`config.mk`:
```
export PLATFORM = sky130hd
export DESIGN_NAME = crc_nibble_sequencer
export DESIGN_NICKNAME = d
export VERILOG_FILES = /design/src/rtl/crc_dec_pkg.sv /design/src/rtl/crc_field_serializer.sv /design/src/rtl/crc_nibble_sequencer.sv
export SDC_FILE = /design/constraint.sdc
export NUM_CORES = 1
export LEC_CHECK = 0
export CAP_MARGIN = 0
export CORE_ASPECT_RATIO = 1.25
export CORE_MARGIN = 8
export CORE_UTILIZATION = 45
export CTS_CLUSTER_DIAMETER = 100
export DETAILED_ROUTE_END_ITERATION = 10
export PLACE_DENSITY = 0.69
export SLEW_MARGIN = 25
export SYNTH_ARGS = -nofsm -noshare
export SYNTH_HDL_FRONTEND = slang
export SYNTH_SLANG_ARGS = --single-unit
```
`constraint.sdc`:
```
create_clock -name clk -period 4.5 [get_ports clk]
set_input_delay 0.675 -clock clk [delete_from_list [all_inputs] [get_ports clk]]
set_output_delay 0.675 -clock clk [all_outputs]
set_load 0.03 [all_outputs]
```
`src/rtl/crc_dec_pkg.sv`:
```
// Shared definitions for the CRC decelerator pin protocol and its host-side sequencer.
package crc_dec_pkg;

  localparam int unsigned BITWIDTH = 32;
  localparam int unsigned BITBITS  = $clog2(BITWIDTH);

  localparam logic [1:0] CMD_RESET   = 2'd0;
  localparam logic [1:0] CMD_SETUP   = 2'd1;
  localparam logic [1:0] CMD_MESSAGE = 2'd2;
  localparam logic [1:0] CMD_FINAL   = 2'd3;

  // Bit positions inside the second configuration nibble.
  localparam int unsigned CFG_HI_REFLECT_IN  = 0;
  localparam int unsigned CFG_HI_REFLECT_OUT = 1;
  localparam int unsigned CFG_HI_WIDTH4      = 2;

  typedef enum logic [3:0] {
    StIdle,
    StHdr,
    StCfgLo,
    StCfgHi,
    StPoly,
    StInit,
    StXor,
    StTail,
    StLead,
    StSlot,
    StHi,
    StGap,
    StDone
  } seq_state_e;

  function automatic logic [2:0] nibble_count(input logic [4:0] width);
    return width[4:2];
  endfunction

endpackage

```
`src/rtl/crc_field_serializer.sv`:
```
// Emits a config word as N nibbles, least-significant first; reloaded once per field.
module crc_field_serializer #(
  parameter int unsigned BITWIDTH = 32
) (
  input  logic                clk,
  input  logic                rst,
  input  logic                load_i,
  input  logic [BITWIDTH-1:0] word_i,
  input  logic [2:0]          n_i,
  input  logic                adv_i,
  output logic [3:0]          nibble_o,
  output logic                last_o
);

  logic [BITWIDTH-1:0] word_q, word_d;
  logic [2:0]          cnt_q, cnt_d;
  logic [2:0]          n_q, n_d;

  assign nibble_o = word_q[3:0];
  assign last_o   = (cnt_q == n_q - 3'd1);

  // A load wins over an advance so the next field can follow its predecessor's last nibble.
  always_comb begin
    word_d = word_q;
    cnt_d  = cnt_q;
    n_d    = n_q;
    if (load_i) begin
      word_d = word_i;
      cnt_d  = 3'd0;
      n_d    = n_i;
    end else if (adv_i) begin
      word_d = word_q >> 4;
      cnt_d  = last_o ? 3'd0 : cnt_q + 3'd1;
    end
  end

  always_ff @(posedge clk) begin
    if (rst) begin
      word_q <= '0;
      cnt_q  <= 3'd0;
      n_q    <= 3'd0;
    end else begin
      word_q <= word_d;
      cnt_q  <= cnt_d;
      n_q    <= n_d;
    end
  end

endmodule

```
`src/rtl/crc_nibble_sequencer.sv`:
```
// Serialises a CRC configuration and a byte stream onto the decelerator's cmd/data pins,
// open-loop against the decelerator's fixed setup and per-byte shift latencies.
module crc_nibble_sequencer #(
  parameter int unsigned BITWIDTH   = 32,
  parameter int unsigned GAP_CYCLES = 8
) (
  input  logic                clk,
  input  logic                rst,
  input  logic                start,
  input  logic [4:0]          cfg_width,
  input  logic                cfg_reflect_in,
  input  logic                cfg_reflect_out,
  input  logic [BITWIDTH-1:0] cfg_poly,
  input  logic [BITWIDTH-1:0] cfg_init,
  input  logic [BITWIDTH-1:0] cfg_xor,
  input  logic                s_valid,
  input  logic [7:0]          s_data,
  input  logic                s_last,
  output logic                s_ready,
  output logic [1:0]          io_cmd,
  output logic [3:0]          io_data,
  output logic                busy,
  output logic                done,
  output logic                cfg_err
);

  import crc_dec_pkg::*;

  localparam int unsigned GapW = (GAP_CYCLES > 1) ? $clog2(GAP_CYCLES) : 1;

  seq_state_e          state_q, state_d;
  logic [4:0]          width_q, width_d;
  logic                refl_in_q, refl_in_d;
  logic                refl_out_q, refl_out_d;
  logic [BITWIDTH-1:0] poly_q, poly_d;
  logic [BITWIDTH-1:0] init_q, init_d;
  logic [BITWIDTH-1:0] xor_q, xor_d;
  logic                last_q, last_d;
  logic                fld_end_q, fld_end_d;
  logic [GapW-1:0]     gap_cnt_q, gap_cnt_d;
  logic [1:0]          io_cmd_q, io_cmd_d;
  logic [3:0]          io_data_q, io_data_d;
  logic                busy_q, busy_d;
  logic                done_q, done_d;
  logic                cfg_err_q, cfg_err_d;

  logic                ser_load, ser_adv, ser_last;
  logic [BITWIDTH-1:0] ser_word;
  logic [3:0]          ser_nib;
  logic [3:0]          cfg_hi;

  crc_field_serializer #(
    .BITWIDTH(BITWIDTH)
  ) u_field_ser (
    .clk     (clk),
    .rst     (rst),
    .load_i  (ser_load),
    .word_i  (ser_word),
    .n_i     (nibble_count(width_q)),
    .adv_i   (ser_adv),
    .nibble_o(ser_nib),
    .last_o  (ser_last)
  );

  always_comb begin
    cfg_hi                     = 4'd0;
    cfg_hi[CFG_HI_REFLECT_IN]  = refl_in_q;
    cfg_hi[CFG_HI_REFLECT_OUT] = refl_out_q;
    cfg_hi[CFG_HI_WIDTH4]      = width_q[4];
  end

  always_comb begin
    state_d    = state_q;
    width_d    = width_q;
    refl_in_d  = refl_in_q;
    refl_out_d = refl_out_q;
    poly_d     = poly_q;
    init_d     = init_q;
    xor_d      = xor_q;
    last_d     = last_q;
    fld_end_d  = fld_end_q;
    gap_cnt_d  = gap_cnt_q;
    io_data_d  = 4'd0;
    cfg_err_d  = 1'b0;
    ser_load   = 1'b0;
    ser_adv    = 1'b0;
    ser_word   = poly_q;

    unique case (state_q)
      StIdle, StDone: begin
        if (start) begin
          if (nibble_count(cfg_width) == 3'd0) begin
            cfg_err_d = 1'b1;
          end else begin
            width_d    = cfg_width;
            refl_in_d  = cfg_reflect_in;
            refl_out_d = cfg_reflect_out;
            poly_d     = cfg_poly;
            init_d     = cfg_init;
            xor_d      = cfg_xor;
            state_d    = StHdr;
          end
        end
      end
      StHdr: begin
        state_d   = StCfgLo;
        io_data_d = width_q[3:0];
        ser_load  = 1'b1;
        fld_end_d = 1'b0;
      end
      StCfgLo: begin
        state_d   = StCfgHi;
        io_data_d = cfg_hi;
      end
      // Outputs are registered, so each cycle here picks the nibble shown next cycle.
      StCfgHi, StPoly, StInit, StXor: begin
        if (state_q == StCfgHi) begin
          state_d = StPoly;
        end else if (fld_end_q) begin
          state_d = (state_q == StPoly) ? StInit : (state_q == StInit) ? StXor : StTail;
        end
        if (state_d != StTail) begin
          ser_adv   = 1'b1;
          io_data_d = ser_nib;
          fld_end_d = ser_last;
          if (ser_last && state_d != StXor) begin
            ser_load = 1'b1;
            ser_word = (state_d == StPoly) ? init_q : xor_q;
          end
        end
      end
      StTail: state_d = StLead;
      StLead: state_d = StSlot;
      StSlot: begin
        if (s_valid) begin
          state_d   = StHi;
          io_data_d = s_data[7:4];
          last_d    = s_last;
        end
      end
      StHi: begin
        state_d   = StGap;
        gap_cnt_d = '0;
      end
      StGap: begin
        if (gap_cnt_q == GapW'(GAP_CYCLES - 1)) begin
          state_d = last_q ? StDone : StSlot;
        end else begin
          gap_cnt_d = gap_cnt_q + GapW'(1);
        end
      end
      default: state_d = StIdle;
    endcase

    unique case (state_d)
      StIdle:                                          io_cmd_d = CMD_RESET;
      StHdr, StCfgLo, StCfgHi, StPoly, StInit, StXor, StTail: io_cmd_d = CMD_SETUP;
      StLead, StHi, StGap:                             io_cmd_d = CMD_MESSAGE;
      default:                                         io_cmd_d = CMD_FINAL;
    endcase
    busy_d = (state_d != StIdle) && (state_d != StDone);
    done_d = (state_d == StDone);
  end

  always_ff @(posedge clk) begin
    if (rst) begin
      state_q    <= StIdle;
      width_q    <= 5'd0;
      refl_in_q  <= 1'b0;
      refl_out_q <= 1'b0;
      poly_q     <= '0;
      init_q     <= '0;
      xor_q      <= '0;
      last_q     <= 1'b0;
      fld_end_q  <= 1'b0;
      gap_cnt_q  <= '0;
      io_cmd_q   <= CMD_RESET;
      io_data_q  <= 4'd0;
      busy_q     <= 1'b0;
      done_q     <= 1'b0;
      cfg_err_q  <= 1'b0;
    end else begin
      state_q    <= state_d;
      width_q    <= width_d;
      refl_in_q  <= refl_in_d;
      refl_out_q <= refl_out_d;
      poly_q     <= poly_d;
      init_q     <= init_d;
      xor_q      <= xor_d;
      last_q     <= last_d;
      fld_end_q  <= fld_end_d;
      gap_cnt_q  <= gap_cnt_d;
      io_cmd_q   <= io_cmd_d;
      io_data_q  <= io_data_d;
      busy_q     <= busy_d;
      done_q     <= done_d;
      cfg_err_q  <= cfg_err_d;
    end
  end

  // In SLOT the pins follow s_valid directly: low nibble when a byte is offered, else hold.
  assign s_ready = (state_q == StSlot);
  assign io_cmd  = s_ready ? (s_valid ? CMD_MESSAGE : CMD_FINAL) : io_cmd_q;
  assign io_data = s_ready ? (s_valid ? s_data[3:0] : 4'd0) : io_data_q;
  assign busy    = busy_q;
  assign done    = done_q;
  assign cfg_err = cfg_err_q;

endmodule

```
# Word-level counts from Yosys, hierarchy flattened
# Memory sizes are Yosys's and may differ from the RTL's. A register that Yosys moved wholly into a read port is not among the register bits.
# Index checks and enable logic that the tools add are counted.
[word_totals] rom_bits=32 reg_bits=157 input_bits=116 out_inout_bits=10 n_memories=1 elab_cells=96
[mem_list] name="(name not given)" words=16 width=2 read_ports=1 rd_clocked_by_memory_dff=1 wr=0 line="crc_nibble_sequencer.sv:155" source="unique case (state_d)"
[classes] n_mux=35 reduce_logical=16 bitwise_logic=3 n_eq_ne=21 n_addsub=3
[ops] cell="$mux W32" count=6
[ops] cell="$mux W4" count=11
[ops] cell="$pmux W4 S9" count=1
[ops] cell="$eq A4 B4 Y1 const B" count=6
[ops] cell="$eq A4 B3 Y1 const B" count=5
[ops] cell="$pmux W4 S4" count=1
[ops] cell="$mux W3" count=3
[ops] cell="$eq A4 B2 Y1 const B" count=2
[ops] cell="$mux W1" count=8
[ops] cell="$ne A4 B3 Y1 const B" count=2
[ops] cell="$add A3 B1 Y3 const B" count=2
[ops] cell="$pmux W3 S2" count=1
[ops] cell="$reduce_and A2 Y1" count=3
[ops] cell="$reduce_bool A2 Y1" count=3
[ops] cell="$eq A4 B1 Y1 const B" count=1
[ops] cell="$logic_not A4 Y1" count=1
[ops] cell="$mux W2" count=2
[ops] cell="$ne A2 B2 Y1 const B" count=2
[ops] cell="$ne A4 B4 Y1 const B" count=1
[ops] cell="$pmux W1 S2" count=2
[ops] cell="$reduce_bool A4 Y1" count=1
[ops] cell="$reduce_or A2 Y1" count=2
[ops] cell="$reduce_or A4 Y1" count=1
[ops] cell="$eq A3 B3 Y1" count=1
[ops] cell="7 further kinds" count=10

# Longest topological paths before layout
# Gate-level depths: netlist of run 1.
[depth] ltp_word=12 ltp_mapped=9

# By module
# From an unflattened synthesis of run 1, not the netlist that was laid out.
[unflattened] cells_unflattened=827 hier_area_um2=7185.6
[by_module_without_submodules] mod="crc_nibble_sequencer" area_each_um2=5390.2 seq_area_each_um2=2402.3 n_inst=1 cells_each=653
[by_module_without_submodules] mod="crc_field_serializer" area_each_um2=1795.5 seq_area_each_um2=760.7 n_inst=1 cells_each=174

# Worst setup path before layout of run 1
# Ideal clock, no wire load.
[synth_path] path_kind="register to output" startpoint="reg io_cmd_q[1] (netlist name)" endpoint="out io_data[0]" path_buffers=2 slack_ns=2.072 stages_incl_launch_ff=6 required_time_ns=3.825 arrival_time_ns=1.753 path_cell_list="dfxtp_1 buf_2 nor2b_1 nand2_1 clkbuf_1 o21ai_0"
[synth_lines] item="end, declared" line="crc_nibble_sequencer.sv:21" source="output logic [3:0] io_data,"

# Worst setup path after layout of run 1
[layout_path] startpoint="reg state_q[0]" endpoint="out io_data[1]"
[layout_via] elab_chain_cells=2
[layout_lines] item="start, declared" line="crc_nibble_sequencer.sv:31" source="seq_state_e state_q, state_d;"
[layout_lines] item="start signal, assigned" line="crc_nibble_sequencer.sv:167" source="state_q <= StIdle;"
[layout_lines] item="start signal, assigned" line="crc_nibble_sequencer.sv:183" source="state_q <= state_d;"
[layout_lines] item="$eq A4 B4 Y1" line="crc_nibble_sequencer.sv:202" source="assign s_ready = (state_q == StSlot);"
[layout_lines] item="$mux W4" line="crc_nibble_sequencer.sv:204" source="assign io_data = s_ready ? (s_valid ? s_data[3:0] : 4'd0) : io_data_q;"
# No other way between the ends.

==> results of run 1 <==
==> flip-flops by register name (all words and copies together) (netlist names) <==
register            count
busy                    1
cfg_err                 1
done                    1
fld_end_q               1
gap_cnt_q               3
init_q                 32
io_cmd_q                2
io_data_q               4
last_q                  1
poly_q                 32
refl_in_q               1
refl_out_q              1
state_q                 3
u_field_ser.cnt_q       3
u_field_ser.n_q         3
u_field_ser.word_q     32
width_q                 5
xor_q                  32
==> worst max-delay path by stage <==
stage / startpoint / end / slack, ns / cells after the start
finish: state_q[0] / io_data[1] / 0.78 / 4
CTS: state_q[0] / io_data[1] / 0.83 / 4
detailed placement: state_q[0] / io_data[1] / 1.27 / 4
floorplan: io_cmd_q[1] / io_data[0] / 2.07 / 5
global route: state_q[0] / io_data[2] / 0.50 / 4
global placement: start / width_q[3] / 1.33 / 6
==> critical path: stages (launching register included) <==
cell and delay, ns:
sky130_fd_sc_hd__dfxtp_1 0.71, sky130_fd_sc_hd__nor2b_1 0.62, sky130_fd_sc_hd__nand2_1 0.35, sky130_fd_sc_hd__o21ai_0 0.25
sky130_fd_sc_hd__clkdlybuf4s50_1 0.70
==> through the flow <==
stage                     cells  total power [W]
after floorplan             809          0.00192
after global placement     1057          0.00212
after detailed placement   1057          0.00213
after CTS                  1089          0.00356
after global routing       1090          0.00369
final                      1090          0.00353
==> cell type report <==
type | count | area, µm²
Clock buffer | 22 | 454
Clock inverter | 10 | 139
Fill cell | 1370 | 6250
Inverter | 6 | 22.5
Multi-Input combinational cell | 580 | 3410
Sequential cell | 158 | 3160
Tap cell | 182 | 228
Timing Repair Buffer | 132 | 1340
==> where the power goes <==
group / switching [W] / leakage, nW / internal [W]
clock: 0.000555 / 0.276 / 0.000885
combinational: 0.000294 / 1.86 / 0.000244
sequential: 0.0000598 / 1.29 / 0.00149
==> layout by cell type (no fill, tap or decap), drive strengths merged, types with 2 or more instances in the layout <==
cell type	instances
clkinvlp	4
nor3	4
a222oi	4
a21bo	3
a22oi	6
nand2	223
nor2b	16
and3	4
inv	6
dfxtp	158
nand4	2
xnor2	4
ha	5
o211ai	2
a21oi	118
a31oi	2
nand3	8
clkinv	3
nor3b	3
o21ai	17
nand2b	4
a22o	31
bufinv	3
clkbuf	22
buf	8
a21boi	2
mux2i	90
and3b	2
and2	2
nor2	17
clkdlybuf4s50	124
==> synthesized netlist by cell type (2+ instances only) <==
library cell | n | share of area [%]
sky130_fd_sc_hd__xnor2_1 | 4 | 0.51
sky130_fd_sc_hd__a31oi_1 | 2 | 0.18
sky130_fd_sc_hd__and2_1 | 2 | 0.18
sky130_fd_sc_hd__nor2b_1 | 16 | 1.5
sky130_fd_sc_hd__a21oi_1 | 117 | 8.5
sky130_fd_sc_hd__o211ai_1 | 2 | 0.22
sky130_fd_sc_hd__clkbuf_1 | 39 | 2.1
sky130_fd_sc_hd__inv_1 | 6 | 0.33
sky130_fd_sc_hd__nand3_1 | 8 | 0.58
sky130_fd_sc_hd__a21bo_2 | 3 | 0.44
sky130_fd_sc_hd__dfxtp_1 | 158 | 46
sky130_fd_sc_hd__a22o_1 | 31 | 3.9
sky130_fd_sc_hd__o21ai_0 | 13 | 0.94
sky130_fd_sc_hd__a22oi_1 | 6 | 0.65
sky130_fd_sc_hd__buf_8 | 3 | 0.65
sky130_fd_sc_hd__nor2_1 | 17 | 0.92
sky130_fd_sc_hd__mux2i_1 | 90 | 13
sky130_fd_sc_hd__a222oi_1 | 4 | 0.58
sky130_fd_sc_hd__nor3b_1 | 3 | 0.33
sky130_fd_sc_hd__nor3_1 | 4 | 0.29
sky130_fd_sc_hd__buf_4 | 2 | 0.22
sky130_fd_sc_hd__nand2_1 | 223 | 12
sky130_fd_sc_hd__o21ai_1 | 4 | 0.29
sky130_fd_sc_hd__and3b_1 | 2 | 0.25
sky130_fd_sc_hd__nand2b_1 | 4 | 0.36
sky130_fd_sc_hd__nand4_1 | 2 | 0.18
sky130_fd_sc_hd__and3_1 | 4 | 0.36
sky130_fd_sc_hd__a21boi_0 | 2 | 0.22
sky130_fd_sc_hd__buf_2 | 18 | 1.3
sky130_fd_sc_hd__ha_1 | 5 | 0.91
==> per-layer routing <==
| metal | vias to the layer above | part of all wire (%) | track usage [%] |
|---|---|---|---|
| met5 | - | 0 | 0 |
| met2 | 115 | 50 | 29.7 |
| met3 | 13 | 3.7 | 4.02 |
| met4 | 0 | 1.3 | 7.10 |
| met1 | 2632 | 45 | 21.4 |
| li1 | 2940 | - | - |
==> kinds of logic after synthesis <==
kind of cell	after synthesis
buffers and inverters	71
muxes	91
and+or+nand+nor	290
adders and majority gates	5
AOI/OAI and AO/OA	189
DFF	158
xor gates and xnor gates	5
==> reports/qor.tcl, run 1 <==
set qor(outcome) {completed}
set qor(avgViaCountPerCell) 5.23
set qor(yosys.area_share.adder_pct) 0.906
set qor(ys_ff_latch) 158
set qor(timing.reg2reg.worst_path_depth) 6
set qor(final_core_utilization_pct) 58.3
set qor(setup_violations) 0
set qor(largest_net_degree_at_the_start_of_global_routing) 101
set qor(share_of_cell_area_taken_by_muxes_after_synthesis_pct) 13.2
set qor(clkLatencyLatePin_ns) 0.42
set qor(tritoncts_num_sinks) 158
set qor(layout_min_cycle_time_ns) 3.72
set qor(finalNetCount) 1016
set qor(rr_startpoint) {state_q[0]}
set qor(globalplace.congestion) 0.854
set qor(flow.area_growth_from_synthesis_pct) 26.9
set qor(routed_wire_length_per_instance_um) 15.8
set qor(number_of_hold_repair_buffers_added_at_the_cts_stage) 0
set qor(synth_top_flop_cell) {sky130_fd_sc_hd__dfxtp_1}
set qor(hp-start) {init_q[20]}
set qor(ys_warn_count) 0
set qor(antenna_violations_before_repair) 0
set qor(tritoncts.num_buffers) 17
set qor(finalHoldWorstSlack_ns) 0.452
set qor(die_area_um2) 19600
set qor(fp-row-count) 50
set qor(drive_above_1_share_pct) 5.29
set qor(detail_route.first_pass.iterations) 4
set qor(tritoncts) {yes}
set qor(placed_cell_area_um2) 8140
set qor(report.final.hold_viol_count) 0
set qor(number_of_library_cell_types_mapped_by_synthesis) 45
set qor(grt_usage_pct) 17.7
set qor(relSlewSlack_pct) 38.0
set qor(final-max-slew-violation-count) 0
set qor(detail_route.wirelength_um) 17200
set qor(seq_area_frac_synth_pct) 45.8
set qor(post_synth_xor_area_fraction_pct) 0.852
set qor(netlist_instances) 809
set qor(dpl.hpwl_um) 11400
set qor(avgSynthCellArea_um2) 8.53
set qor(first_global_vias) 5519
set qor(critPathLaunchType) {flip-flop}
set qor(drc) 0
set qor(starting_density_of_the_core_pct) 46.0
set qor(finalClockSkew_ns) 0.00603
set qor(pwr_density_cell_nw_per_um2) 403
set qor(min-delay-path-class) {flip-flop to flip-flop}
set qor(syn_nets) 930
set qor(post_synth_instance_area_um2) 6900
set qor(root_buffer) {sky130_fd_sc_hd__clkbuf_16}
set qor(vias) 5700
set qor(layout_setup_ws_ns) 0.779
set qor(maxClockFrequency_mhz) 269
set qor(p_leak_nw) 3.42
set qor(num_antenna_cells) 0
set qor(synth_compound_gate_area_share_pct) 16.7
set qor(transition_time_of_the_tightest_slew_check_pin_ns) 0.930
set qor(critical_r2r_capture) {u_field_ser.word_q[18]}
set qor(timing.hold.worst_path_depth) 2
set qor(max-clock-path-buffers) 2
set qor(synth_enable_flop_cells) 0
set qor(worst_setup_path_end_kind) {output port}
set qor(grt_setup_unrepaired) {false}
set qor(io_pins) 126
set qor(critPathArrivalTime_ns) 3.05
set qor(preCtsSetupSlack_ns) 1.27
set qor(max_cap_violation_count) 0
set qor(buffer_ports.inserted) 125
set qor(die_w_um) 127
set qor(worst-path-max-fanout) 20
set qor(fin_crit_sh_pct) 82.7
set qor(die_height_um) 154
set qor(peak_supply_drop_mv) 0.223
set qor(setup.reg_to_reg.worst_slack_ns) 1.76
set qor(placeable_core_area_um2) 15000
set qor(criticalPathCategory) {flip-flop to output port}
set qor(async_reset_ff_share_pct) 0
set qor(detailedRoute.firstIterationViolations) 370
set qor(cts.reportedPaths.clkPinSlew_ns) 0.06
set qor(hold_end) {init_q[20]}
set qor(required_time_worst_endpoint_ns) 3.83
set qor(postLayoutCellArea_um2) 8760
set qor(synth_top_family_by_area) {simple AND/OR/NAND/NOR gates}
set qor(drt.antenna.violating_nets) 0
set qor(final.setup.tns_ns) 0
set qor(synth_area_in_simple_gates_pct) 17.6
set qor(htree_depth) 4
set qor(cts_repair_resize_count) 0
set qor(grt_overflow_total) 0
set qor(postCtsSetupBuffers) 0
set qor(grt_first_pass_wirelength_um) 27700
Note: power is estimated with default switching activity, not from simulation.
==> inputs of run 2 (changes only) <==
--- a/config.mk
+++ b/config.mk
@@ -11,7 +11,7 @@
 export CORE_UTILIZATION = 45
 export CTS_CLUSTER_DIAMETER = 100
 export DETAILED_ROUTE_END_ITERATION = 10
-export PLACE_DENSITY = 0.69
+export PLACE_DENSITY = 0.72
 export SLEW_MARGIN = 25
 export SYNTH_ARGS = -nofsm -noshare
 export SYNTH_HDL_FRONTEND = slang
==> constraint.sdc (replaced) <==
create_clock -name clk -period 3.32 [get_ports clk]
set_input_delay 0.498 -clock clk [delete_from_list [all_inputs] [get_ports clk]]
set_output_delay 0.498 -clock clk [all_outputs]
set_load 0.03 [all_outputs]
==> run 2 against run 1 <==
Compared with the run above: design area increased by 1.9%; critical path type unchanged; sequential share of layout area down 0.67 points; critical path depth is the same; core utilization up 1.1 points; clock skew increased by 0.0059 ns; highest routed layer unchanged; sequential cell count unchanged; routed wire length increased by 1.6%; global-route usage rose by 0.37 points.
==> reports/qor.tcl, run 2 (same netlist as run 1, synthesis figures left out) <==
set qor(outcome) {completed}
set qor(final-max-slew-violation-count) 0 ;# unchanged
set qor(detail_route.wirelength_um) 17500 ;# +1.6%
set qor(fp-row-count) 50 ;# unchanged
set qor(detailedRoute.firstIterationViolations) 445 ;# +20%
set qor(tritoncts.num_buffers) 17 ;# unchanged
set qor(layout.cells.most_common_list) {sky130_fd_sc_hd__nand2_1, sky130_fd_sc_hd__dfxtp_1, sky130_fd_sc_hd__clkdlybuf4s50_1}
set qor(fin_crit_sh_pct) 91.8
set qor(relSlewSlack_pct) 55.8 ;# +18 points
set qor(worst_setup_path_end_kind) {output port}
set qor(worstPathCellList) {nor2b_1 -> nand2_1 -> o21ai_0 -> clkdlybuf4s50_1}
set qor(max-clock-path-buffers) 2 ;# unchanged
set qor(maxClockFrequency_mhz) 328
set qor(htree_depth) 4 ;# unchanged
set qor(largest_net_degree_at_the_start_of_global_routing) 94 ;# -6.9%
set qor(die_w_um) 127 ;# unchanged
set qor(peak_supply_drop_mv) 0.280 ;# +26%
set qor(grt_setup_unrepaired) {false}
set qor(criticalPathCategory) {flip-flop to output port}
set qor(finalClockSkew_ns) 0.0119 ;# +0.00586 ns
set qor(clkLatencyLatePin_ns) 0.41 ;# about the same
set qor(detail_route.first_pass.iterations) 5 ;# +1
set qor(root_buffer) {sky130_fd_sc_hd__clkbuf_16}
set qor(routed_wire_length_per_instance_um) 15.9 ;# +1.1%
set qor(critPathArrivalTime_ns) 2.55 ;# -0.50 ns
set qor(preCtsSetupSlack_ns) 0.679 ;# -0.596 ns
set qor(critical-path-max-stage-delay_ns) 0.69 ;# -0.02 ns
set qor(final_core_utilization_pct) 59.4 ;# +1.1 points
set qor(tritoncts_num_sinks) 158 ;# unchanged
set qor(io_pins) 126 ;# unchanged
set qor(flow.area_growth_from_synthesis_pct) 29.3
set qor(antenna_violations_before_repair) 0 ;# unchanged
set qor(min-delay-path-class) {flip-flop to flip-flop}
set qor(cts.reportedPaths.clkPinSlew_ns) 0.06 ;# about the same
set qor(required_time_worst_endpoint_ns) 2.82 ;# -1.01 ns
set qor(worst-path-max-fanout) 20 ;# unchanged
set qor(drc) 0 ;# unchanged
set qor(grt_overflow_total) 0 ;# unchanged
set qor(critPathLaunchType) {flip-flop}
set qor(p_leak_nw) 3.52 ;# +2.8%
set qor(report.final.hold_viol_count) 0 ;# unchanged
set qor(die_height_um) 154 ;# unchanged
set qor(dpl.hpwl_um) 11800 ;# +3.3%
set qor(grt_first_pass_wirelength_um) 28900 ;# +4.2%
set qor(tritoncts) {yes}
set qor(grt_usage_pct) 18.1 ;# +0.37 points
set qor(globalplace.congestion) 0.803 ;# -6.1%
set qor(drt.antenna.violating_nets) 0 ;# unchanged
set qor(die_area_um2) 19600 ;# unchanged
set qor(footprint_of_the_multi_input_gates_um2) 3410 ;# -0.15%
set qor(regArea_um2) 3160 ;# unchanged
set qor(final.setup.tns_ns) 0 ;# unchanged
set qor(finalNetCount) 1022 ;# +0.59%
set qor(starting_density_of_the_core_pct) 46.0 ;# unchanged
set qor(num_antenna_cells) 0 ;# unchanged
set qor(layout.cells.most_common) {sky130_fd_sc_hd__nand2_1}
set qor(max_cap_violation_count) 0 ;# unchanged
set qor(drive_above_1_share_pct) 6.35 ;# +1.1 points
set qor(avgViaCountPerCell) 5.28 ;# +1.1%
set qor(setup_violations) 0 ;# unchanged
set qor(layout_min_cycle_time_ns) 3.05
set qor(cp_slowest_cell) {sky130_fd_sc_hd__clkdlybuf4s50_1}
set qor(pwr_density_cell_nw_per_um2) 572 ;# +42%
set qor(layout_setup_ws_ns) 0.272 ;# -0.507 ns
set qor(fill_cells) 1351 ;# -1.4%
set qor(vias) 5792 ;# +1.6%
set qor(number_of_hold_repair_buffers_added_at_the_cts_stage) 0 ;# unchanged
set qor(buffer_ports.inserted) 125 ;# unchanged
set qor(cts_repair_resize_count) 0 ;# unchanged
set qor(postCtsSetupBuffers) 0 ;# unchanged
set qor(transition_time_of_the_tightest_slew_check_pin_ns) 0.662 ;# -0.267 ns
set qor(placeable_core_area_um2) 15000 ;# unchanged
set qor(first_global_vias) 5931 ;# +7.5%
## run 2: changes by cell type in the layout (fill, tap and decap cells not counted), sizes merged
cell      delta
inv          +3
clkinvlp     -2
buf          +6
clkbuf       -2
clkinv       -2
bufinv       +3
## run 2: through the flow
stage,hold slack (ns),instances,cell area (µm²),power (W)
after floorplan,0.436,809,6900,0.00261
after global placement,0.441,1064,8230,0.00288
after detailed placement,0.446,1064,8230,0.00290
after CTS,0.455,1096,8920,0.00515
after global routing,0.471,1096,8920,0.00532
final,0.453,1096,8920,0.00511
## run 2: per-layer routing
metal  track usage [%]  wire, µm  vias to the layer above
met5                 0         0                        -
met2              30.8      8580                      129
met1              21.2      7790                     2689
li1                  -         -                     2951
met3              4.58       730                       23
met4              7.33       359                        0
## run 2: worst paths after layout
check | cells after the start | from | slack, ns | endpoint
setup / recovery | 4 | state_q[2] | 0.27 | io_data[3]
hold / removal | 2 | init_q[14] | 0.45 | init_q[14]
setup reg to reg | 6 | state_q[2] | 0.83 | u_field_ser.word_q[3]
hold reg to reg | 2 | init_q[14] | 0.45 | init_q[14]
## run 2: layout make-up
type                            instances  share of cell area [%]
Clock inverter                         12                    2.54
Multi-Input combinational cell        580                    38.2
Clock buffer                           20                    5.23
Sequential cell                       158                    35.4
Inverter                                6                   0.252
Timing Repair Buffer                  138                    15.8
Tap cell                              182                    2.55
## run 2: power by group
part	internal, W	switching (W)	total [W]
Sequential	0.00202	0.0000759	0.00210
Combinational	0.000342	0.000410	0.000752
Clock	0.00148	0.000775	0.00225
## run 2: critical path, delay by kind of cell, from the launching register on
kind	cells	cell delay [ns]
buf+inv	1	0.69
simple gates	2	0.72
flops	1	0.50
compound gates	1	0.22
==> inputs of run 3 (changes only) <==
--- a/config.mk
+++ b/config.mk
@@ -12,7 +12,6 @@
 export CTS_CLUSTER_DIAMETER = 100
 export DETAILED_ROUTE_END_ITERATION = 10
 export PLACE_DENSITY = 0.72
-export SLEW_MARGIN = 25
 export SYNTH_ARGS = -nofsm -noshare
 export SYNTH_HDL_FRONTEND = slang
 export SYNTH_SLANG_ARGS = --single-unit
==> results of run 3 <==
Same layout as run 2: the final DEF is identical, and so are final timing and power.
==> variant (config.mk and constraints of run 2) <==
Take the reset off `word_q` and load it in a clocked block of its own.
--- a/src/rtl/crc_field_serializer.sv
+++ b/src/rtl/crc_field_serializer.sv
@@ -38,3 +38,2 @@
     if (rst) begin
-      word_q <= '0;
       cnt_q  <= 3'd0;
@@ -42,3 +41,2 @@
     end else begin
-      word_q <= word_d;
       cnt_q  <= cnt_d;
@@ -48,2 +46,6 @@
 
+  always_ff @(posedge clk) begin
+    word_q <= word_d;
+  end
+
 endmodule
Check against the original RTL: same outputs for any inputs over 10 cycles, from zero or initial values and one cycle with rst high; that may be too few to reach the edited logic, so the function may still have changed.
==> variant against run 2 <==
  * Non-clock buffer count rose by 4
  * Register-to-register slack improved by 20 ps
  * Power down 1.9%
  * Synthesized area rose by 3.1%
  * Setup slack improved by 270 ps
  * Cell count increased by 1.3%
  * Routed wire length up 1.7%
  * Sequential cell count did not move
  * Clock power is 16% lower
  * Design area grew 1.8%
  * Largest cell class is now registers
  * Largest power group is now sequential cells
==> variant: results (changes against run 2) <==
Layout
  – Share of cells above drive strength 1: 6.68% (was 6.35%)
  – Fillers: 1417 (was 1351)
  – Inverters: 8 (was 6)
  – Seq/total area: 38.3% (was 35.4%)
  – Clock-cell share: 6.40% (was 7.77%)
  – N_diodes: 0 (unchanged)
  – Final core utilization: 58.6% (was 59.4%)
  – Nets: 1006 (was 1022)
  – Non-CTS buffers: 142 (was 138)
  – Non-clock buffer share: 15.8% (about the same)

Setup path
  – Reg2reg start: state_q[1] (was state_q[2])
  – Worst setup path endpoint: io_data[1] (was io_data[3])
  – Delay-heaviest family, CP: buffers and inverters (was simple AND/OR/NAND/NOR gates)
  – Reg2Reg Capture Point: u_field_ser.word_q[0] (was u_field_ser.word_q[3])
  – Worst R2R Setup Slack: 850 ps (was 830 ps)

Placement
  – Dpl cells: 1078 (was 1064)
  – Area post-placement: 8510 µm² (was 8230 µm²)
  – DP HPWL: 12100 µm (was 11800 µm)
  – Placer Congestion: 0.862 (was 0.803)
  – Place WS: 744 ps (was 679 ps)

STA
  – Final worst-path cycle share: 83.7% (was 91.8%)
  – Worst-Margin Slew: 708 ps (was 662 ps)
  – Final Skew: 5.81 ps (was 11.9 ps)
  – Fin Hold WS: 451 ps (was 453 ps)

Status
  – Outcome: finished, final reports clean (unchanged)

Pwr
  – Clk pwr share: 38.0% (was 44.1%)
  – Sw Pwr: 0.00134 W (was 0.00126 W)
  – Int Power: 0.00367 W (was 0.00384 W)
  – Leak: 3.23 nW (was 3.52 nW)
  – Peak VDD IR: 0.355 mV (was 0.280 mV)
  – Combinational share of power: 17.0% (was 14.7%)

Routing
  – Routed WL: 17800 µm (was 17500 µm)
  – Met2 WL: 8670 µm (was 8580 µm)
  – WL met3: 1050 µm (was 730 µm)
  – Drt pass-1 iters: 7 (was 5)
  – Met1 WL: 7570 µm (was 7790 µm)
  – DR iter-0 viols: 418 (was 445)
  – Via-to-Cell Ratio: 5.12 (was 5.28)
  – Via Count: 5680 (was 5792)

Yosys
  – EDFF count, synth: 32 (was 0)
  – Most common library cells after synthesis: nand2_1 (229), dfxtp_1 (126), a21oi_1 (107) (was nand2_1 (223), dfxtp_1 (158), a21oi_1 (117))
  – Synth top area cells: dfxtp_1 (35%), edfxtp_1 (14%), mux2i_1 (13%) (was dfxtp_1 (46%), mux2i_1 (13%), nand2_1 (12%))
  – Mapped Nets: 904 (was 930)
  – Mapped Cells: 783 (was 809)
  – Post-synthesis sequential area ratio: 49.0% (was 45.8%)
  – Post-synth cell types: 58 (was 45)

Global routing
  – Vias in the first global route: 5621 (was 5931)
  – Tot GR Track Use: 18.1% (about the same)
  – Largest net degree at the start of global routing: 103 (was 94)

Floorplanning
  – Die width: 128 µm (was 127 µm)

Worst hold path
  – HP Start: poly_q[15] (was init_q[14])
[variant: cell types whose count changed after synthesis, sizes merged, moves of 4 or more]
cell / before / now
a21oi: 118 / 108
a22o: 31 / 3
buf: 25 / 35
clkbuf: 40 / 24
dfxtp: 158 / 126
edfxtp: 0 / 32
nand2: 223 / 229
nand4: 2 / 6
nor2: 17 / 12
nor2b: 16 / 7
[variant: metal layers]
metal  global-route usage (%)  vias to the layer above
li1                         -                     2916
met1                     21.3                     2605
met2                     29.7                      133
met3                     5.48                       26
met4                     7.55                        0
met5                        0                        -
[variant: cell families after synthesis]
group / after synthesis / synth area share (%)
and+or+nand+nor: 290 / 17.5
AOI/OAI and AO/OA: 165 / 13.8
DFF: 158 / 49.0
muxes: 92 / 12.9
buffers and inverters: 67 / 4.94
adders and majority gates: 6 / 1.02
xor gates and xnor gates: 5 / 0.809
